$ cat config.mk
export PLATFORM = sky130hd
export DESIGN_NAME = rf_write_arbiter
export DESIGN_NICKNAME = d
export VERILOG_FILES = /design/src/rtl/rf_write_arbiter.sv
export SDC_FILE = /design/constraint.sdc
export NUM_CORES = 1
export LEC_CHECK = 0
export CAP_MARGIN = 25
export CORE_MARGIN = 2
export CORE_UTILIZATION = 30
export DETAILED_ROUTE_END_ITERATION = 6
export HOLD_SLACK_MARGIN = 0.12
export SYNTH_ARGS = -nofsm -noshare
export SYNTH_HDL_FRONTEND = slang
export SYNTH_SLANG_ARGS = --single-unit
$ cat constraint.sdc
create_clock -name clk -period 3.7 [get_ports clk]
set_input_delay 1.11 -clock clk [delete_from_list [all_inputs] [get_ports clk]]
set_output_delay 1.11 -clock clk [all_outputs]
set_load 0.02 [all_outputs]
$ cat src/rtl/rf_write_arbiter.sv
// rf_write_arbiter: sole owner of the GPR-file write port. Clears x1..x(GPRS-1)
// after reset, then round-robins ALU/LSU writebacks into one registered write per cycle.
module rf_write_arbiter #(
    parameter int unsigned N    = 32,
    parameter int unsigned GPRS = 32,
    parameter int unsigned AW   = $clog2(GPRS) + 1
) (
    input  logic          clk,
    input  logic          rst,
    input  logic          req0_valid,
    input  logic [AW-1:0] req0_addr,
    input  logic [N-1:0]  req0_data,
    output logic          req0_ready,
    input  logic          req1_valid,
    input  logic [AW-1:0] req1_addr,
    input  logic [N-1:0]  req1_data,
    output logic          req1_ready,
    output logic          rf_we,
    output logic [AW-1:0] rf_waddr,
    output logic [N-1:0]  rf_wdata,
    output logic          init_done
);

    localparam int unsigned CW = $clog2(GPRS);

    typedef enum logic {
        S_INIT = 1'b0,
        S_RUN  = 1'b1
    } state_e;

    state_e        state_q, state_d;
    logic [CW-1:0] cnt_q, cnt_d;
    logic          rr_q, rr_d;
    logic          we_q, we_d;
    logic [AW-1:0] waddr_q, waddr_d;
    logic [N-1:0]  wdata_q, wdata_d;
    logic          grant0, grant1;

    if (GPRS < 4 || (GPRS & (GPRS - 1)) != 0) begin : g_bad_gprs
        $error("rf_write_arbiter: GPRS must be a power of two and >= 4");
    end

    // State, sweep counter, rr pointer and the registered write port.
    always_ff @(posedge clk or posedge rst) begin
        if (rst) begin
            state_q <= S_INIT;
            cnt_q   <= CW'(1);
            rr_q    <= 1'b0;
            we_q    <= 1'b0;
            waddr_q <= '0;
            wdata_q <= '0;
        end else begin
            state_q <= state_d;
            cnt_q   <= cnt_d;
            rr_q    <= rr_d;
            we_q    <= we_d;
            waddr_q <= waddr_d;
            wdata_q <= wdata_d;
        end
    end

    // Next-state: clear sweep in INIT, round-robin grant in RUN.
    always_comb begin
        state_d = state_q;
        cnt_d   = cnt_q;
        rr_d    = rr_q;
        we_d    = 1'b0;
        waddr_d = waddr_q;
        wdata_d = wdata_q;
        grant0  = 1'b0;
        grant1  = 1'b0;

        case (state_q)
            S_INIT: begin
                we_d    = 1'b1;
                waddr_d = AW'(cnt_q);
                wdata_d = '0;
                cnt_d   = cnt_q + CW'(1);
                if (cnt_q == CW'(GPRS - 1)) begin
                    state_d = S_RUN;
                end
            end
            S_RUN: begin
                if (req0_valid && req1_valid) begin
                    grant0 = ~rr_q;
                    grant1 = rr_q;
                end else begin
                    grant0 = req0_valid;
                    grant1 = req1_valid;
                end

                // x0 writes are accepted and rotate the pointer but never reach the file.
                if (grant0) begin
                    rr_d = 1'b1;
                    if (req0_addr != '0) begin
                        we_d    = 1'b1;
                        waddr_d = req0_addr;
                        wdata_d = req0_data;
                    end
                end else if (grant1) begin
                    rr_d = 1'b0;
                    if (req1_addr != '0) begin
                        we_d    = 1'b1;
                        waddr_d = req1_addr;
                        wdata_d = req1_data;
                    end
                end
            end
            default: begin
                state_d = S_INIT;
            end
        endcase
    end

    assign req0_ready = grant0;
    assign req1_ready = grant1;
    assign rf_we      = we_q;
    assign rf_waddr   = waddr_q;
    assign rf_wdata   = wdata_q;
    assign init_done  = (state_q == S_RUN);

endmodule

---- Yosys cells after proc, flatten, opt, wreduce, memory -nomap -nowiden ----
Index checks and enable logic that the tools add are counted.
word-level totals
  flip-flop bits (word level) ............. 46
  bits in latches ......................... 0
  RAM bits ................................ 0
  ROM bits ................................ 0
  logic and storage cells ................. 44
  memories ................................ 0
cells by class
  $add $sub $neg .......................... 1
  multiply operators ...................... 0
  div/mod/pow operators ................... 0
  order comparisons ....................... 0
  equality and inequality tests ........... 4
  shift-type cells ........................ 0
  multiplexer cells ....................... 25
  bitwise gates (word level) .............. 2
  reduce and logical (&&, ||, !) cells .... 6
operators with widths
  operator                                       number
  two-way mux 32 bit                             4
  one-hot mux 32 bit (2 select lines)            1
  two-way mux 6 bit                              4
  two-way mux 1 bit                              14
  one-hot mux 6 bit (2 select lines)             1
  nonzero test 6 bit                             2
  != test 3 x 1 -> 1 bit, second input constant  2
  adder 5 x 1 -> 5 bit, second input constant    1
  == test 5 bit, second input constant           1
  != test 3 x 2 -> 1 bit, second input constant  1
  AND reduction 3 bit                            1
  inverter 1 bit                                 2
  one-hot mux 1 bit (2 select lines)             1
  AND reduction 2 bit                            1
  nonzero test 2 bit                             1
  logical AND 1 bit                              1

---- Depth between registers and ports, before layout ----
  word-level depth ........................ 6
  depth in mapped cells ................... 6
  gate-level depth less buffers ........... 4

---- Worst setup path after synthesis ----
No wires, ideal clock.
  path kind ............................... input to output
  start point ............................. input req0_valid
  end point ............................... output req0_ready
  arrival time ............................ 2.111 ns
  path slack .............................. 0.479 ns
  stages on the path ...................... 4
  buffers on the path ..................... 2
  path through ............................ a21boi_0 -> clkbuf_1 -> buf_2 -> and2_1
on the way
  word-level cells in the longest chain between the ends .. 4
RTL lines
  element                             RTL line  RTL
  from (decl)                         10        input logic req0_valid,
  logical AND 1 bit                   84        if (req0_valid && req1_valid) begin
  two-way mux 1 bit (*)               84
  two-way mux 1 bit (*) (2 in a row)  73        case (state_q)
  to (decl)                           13        output logic req0_ready,
Mark *: on every way between the ends. The rest lies on a longest branch, timed or not. The select of a mux whose other input is x is not followed.

---- Worst setup path in the final report ----
  start point ............................. input req0_valid
  end point ............................... output req1_ready
on the way
  word-level cells in the longest chain between the ends .. 4
RTL lines
  element                         RTL line  RTL
  logical AND 1 bit               84
  two-way mux 1 bit               84
  two-way mux 1 bit (2 in a row)  73
  to (decl)                       17        output logic req1_ready,
No other way between the ends. The select of a mux whose other input is x is not followed.

==> results.txt <==
----------------------------------------------------
[Global route]
  Residual overflow from global routing ... 0
  Maximum number of pins on one net before global-route repair ... 47
  Wire length of the first global-routing pass ... 10120 um
  GRT Resource Usage Total ... 14.49%
  Initial antenna violation count ... 0
  Via count of the first global-routing pass ... 2093

[Critical path]
  Critical Path RT ... 2590 ps
  Endpoint kind of the worst setup timing path ... output pin
  Crit path cell chain ... clkdlybuf4s50_1 > buf_4 > inv_1 > o211a_1 > clkdlybuf4s50_1
  Slowest cell on crit path ... clkdlybuf4s50_1
  Worst path max stage delay ... 530 ps
  Crit path kind ... primary input to output pin
  Kind of start point of the critical path ... primary input
  Data arrival time of the worst path ... 2500 ps
  Highest net fanout along the worst path ... 3
  Top cell by count, worst path ... clkdlybuf4s50_1

[Clocking]
  Resized Gates After CTS ... 0
  Number of buffers added by the clock tree synthesis step ... 5
  TritonCTS clock tree ... done
  Root Buffer Master ... clkbuf_8
  Reg clk slew, reported paths ... 80 ps
  Hold buffers post-CTS ... 0
  Clock latency on the worst-skew pair ... 300 ps
  Clock Sinks ... 46
  Number of buffers added for setup after CTS ... 0
  Max clock buf depth ... 2
  Clock H-tree levels ... 2

[Timing]
  Final period utilization ... 97.62%
  Total setup violations reported at the end of the flow ... 0
  Minimum clock period ... 3612 ps
  Unrepaired setup endpoints after global routing ... false
  Worst relative slew slack ... 57.44%
  Slew at the pin closest to its max-slew limit ... 638.4 ps
  Skew final ... 8.903 ps
  Highest Clock Rate ... 0.2769 GHz
  TNS Setup ... 0 ps
  Worst hold slack ... 508.1 ps
  Number of max-slew violations in the final report ... 0
  Count of final hold-check violations ... 0

[Power and ir drop]
  Static leakage ... 1.732 nW
  Reg power frac ... 39.3%
  Share of total power consumed by net switching ... 29.84%
  Portion of total power attributed to the clock network ... 23.4%
  Part of the total power dissipated in combinational logic ... 37.3%
  Internal portion of total power ... 1.119 mW
  Power density over cell area ... 402.0 mW/mm^2
  Total power draw ... 1.595 mW
  Maximum resistive drop on vdd ... 0.2104 mV
  Net load switching power ... 0.4760 mW

[Placed design]
  Placed Cells incl. Taps ... 463
  Hpwl dp ... 4864 um
  Cell area after placement ... 0.003832 mm^2
  # port buffers ... 121
  Weighted congestion reported at the end of routability-driven placement ... 0.7984

[Die]
  Die area ... 0.009101 mm^2
  Starting density of the core ... 30.66%
  Total core area ... 0.008175 mm^2
  Vertical die dimension ... 95.40 um
  Die outline width ... 95.40 um
  Number of rows created at floorplan ... 33
  Number of ports placed on the die boundary ... 122

[Synthesis]
  Number of nets produced by synthesis ... 329
  Distinct cell type count after synthesis ... 29
  Number of synthesized register bits ... 46
  Post-synth top area cell ... dfrtp_1
  Top post-synthesis cells by area ... dfrtp_1 45%, mux2_2 14%, nand2_1 11%
  Synthesized instance count ... 247
  Synth Flop Type ... dfrtp_1
  Area share of fa/ha/maj cells after synthesis ... 0.9985%
  Multiplexer fraction of the synthesized cell area ... 19.32%
  Compound-cell area share of the yosys netlist ... 13.33%
  Post-synth top area share ... 44.93%
  Number of synthesized flops with an enable pin ... 0
  Number of warning messages in the yosys log ... 0
  Simple logic cell fraction of the synthesized area ... 14.88%
  Sequential element share of the synthesized area ... 45.98%
  Most frequently used cell type in the post-synthesis netlist ... nand2_1
  Commonest cells in the netlist ... 76 x nand2_1, 45 x dfrtp_1, 34 x a21boi_0
  Post-Synthesis Mean Instance Area ... 10.15 um^2
  Combinational family with the most area after synthesis ... multiplexers
  Share of the synthesized netlist area taken by xor and xnor gates ... 1.048%
  Synthesized cell area ... 0.002506 mm^2
  Share of flip-flops with an asynchronous set or reset after synthesis ... 100.0%

[Route]
  Average via count per standard cell ... 4.650
  Wire per inst ... 14.13 um
  Violation count after the first detailed-route iteration ... 41
  Drt total wl ... 6669 um
  Detailed-router iteration count before antenna repair ... 4
  Post-route antenna net violation count ... 0
  Number of design rule violations left after detail routing ... 0
  Total vias in the final route ... 2195

[Finish]
  Total non-filler cell area in the finished layout ... 0.003969 mm^2
  Diode count ... 0
  Net total in the final layout ... 448
  Fin cells ... 472
  Layout cell share with drive strength beyond 1 ... 17.71%
  Relative area change from synthesis to final layout ... 58.36%

[Job]
  MaxCap Viol Count ... 0

[Run status]
  Result of the run ... complete, no violations

[Min path]
  Path type of the worst min-delay path ... register to register

----------------------------------------------------
## critical path: cells and delay by family
kind            cells  cell delay [ps]
compound gates      1              210
buf+inv             4             1170
## final timing paths
path	slack, ps	depth (start not counted)	end	startpoint
max in group asynchronous	2200	3	cnt_q[0]	rst
min in group asynchronous	1010	2	rf_wdata[1]	rst
max reg2reg	1750	4	rf_wdata[9]	rr_q
max	90	5	req1_ready	req0_valid
min	510	1	rf_wdata[1]	rf_wdata[1]
min reg2reg	510	1	rf_wdata[1]	rf_wdata[1]
## cell usage in the layout (no fill, tap or decap), types with 2 or more instances in the layout
cell type / synthesis / layout
a21boi_0: 34 / 33
a31oi_1: 6 / 6
buf_12: 1 / 2
buf_4: 2 / 7
clkbuf_8: 0 / 5
clkdlybuf4s50_1: 0 / 120
clkinvlp_4: 0 / 2
dfrtp_1: 45 / 45
ha_1: 2 / 2
inv_1: 3 / 2
mux2_2: 31 / 31
mux2_4: 9 / 9
nand2_1: 76 / 76
nor2_1: 5 / 5
nor3_2: 2 / 2
or4_1: 2 / 2
xnor2_1: 3 / 3
## cells by family (layout without fill, tap and decap cells)
group                      Yosys count  count (layout)
muxes                               40              40
DFF                                 46              46
AOI/OAI and AO/OA                   45              45
adders and majority gates            2               2
xor gates and xnor gates             3               3
buffers and inverters               21             141
and+or+nand+nor                     90              90
## final cells by class
class                           count  area (um^2)
Fill cell                         800         4207
Clock inverter                      3        45.04
Multi-Input combinational cell    180         1254
Sequential cell                    46         1152
Tap cell                          105        131.4
Clock buffer                        5        68.82
Timing Repair Buffer              130         1306
Inverter                            3        11.26
## power groups by stage
| stage | Combinational, mW | Sequential, mW | Clock [mW] |
|---|---|---|---|
| floorplan | 0.195 | 0.737 | 0 |
| global placement | 0.598 | 0.635 | 0 |
| detailed placement | 0.598 | 0.638 | 0 |
| CTS | 0.602 | 0.629 | 0.390 |
| global route | 0.635 | 0.638 | 0.409 |
| finish | 0.595 | 0.627 | 0.373 |
## metrics by stage
stage                     setup slack, ps  util (%)
after floorplan                     478.8         -
after global placement              30.64     46.88
after detailed placement            13.95     46.88
after CTS                           13.64     48.27
after global routing                47.39     48.55
final                               87.97     48.55
## layer usage
layer / global-route usage, % / routed length (um) / up-vias
met2: 25.29 / 3265 / 73
met4: 3.571 / 46 / 0
met3: 3.715 / 492 / 4
met5: 0 / 0 / -
met1: 17.91 / 2864 / 1050
li1: - / - / 1068
## flip-flops by register name, summed over array words and instances (netlist names)
name       cells
init_done      1
rf_wdata      32
rf_we          1
rr_q           1
cnt_q          5
rf_waddr       6
Note: power is estimated with default switching activity, not from simulation.
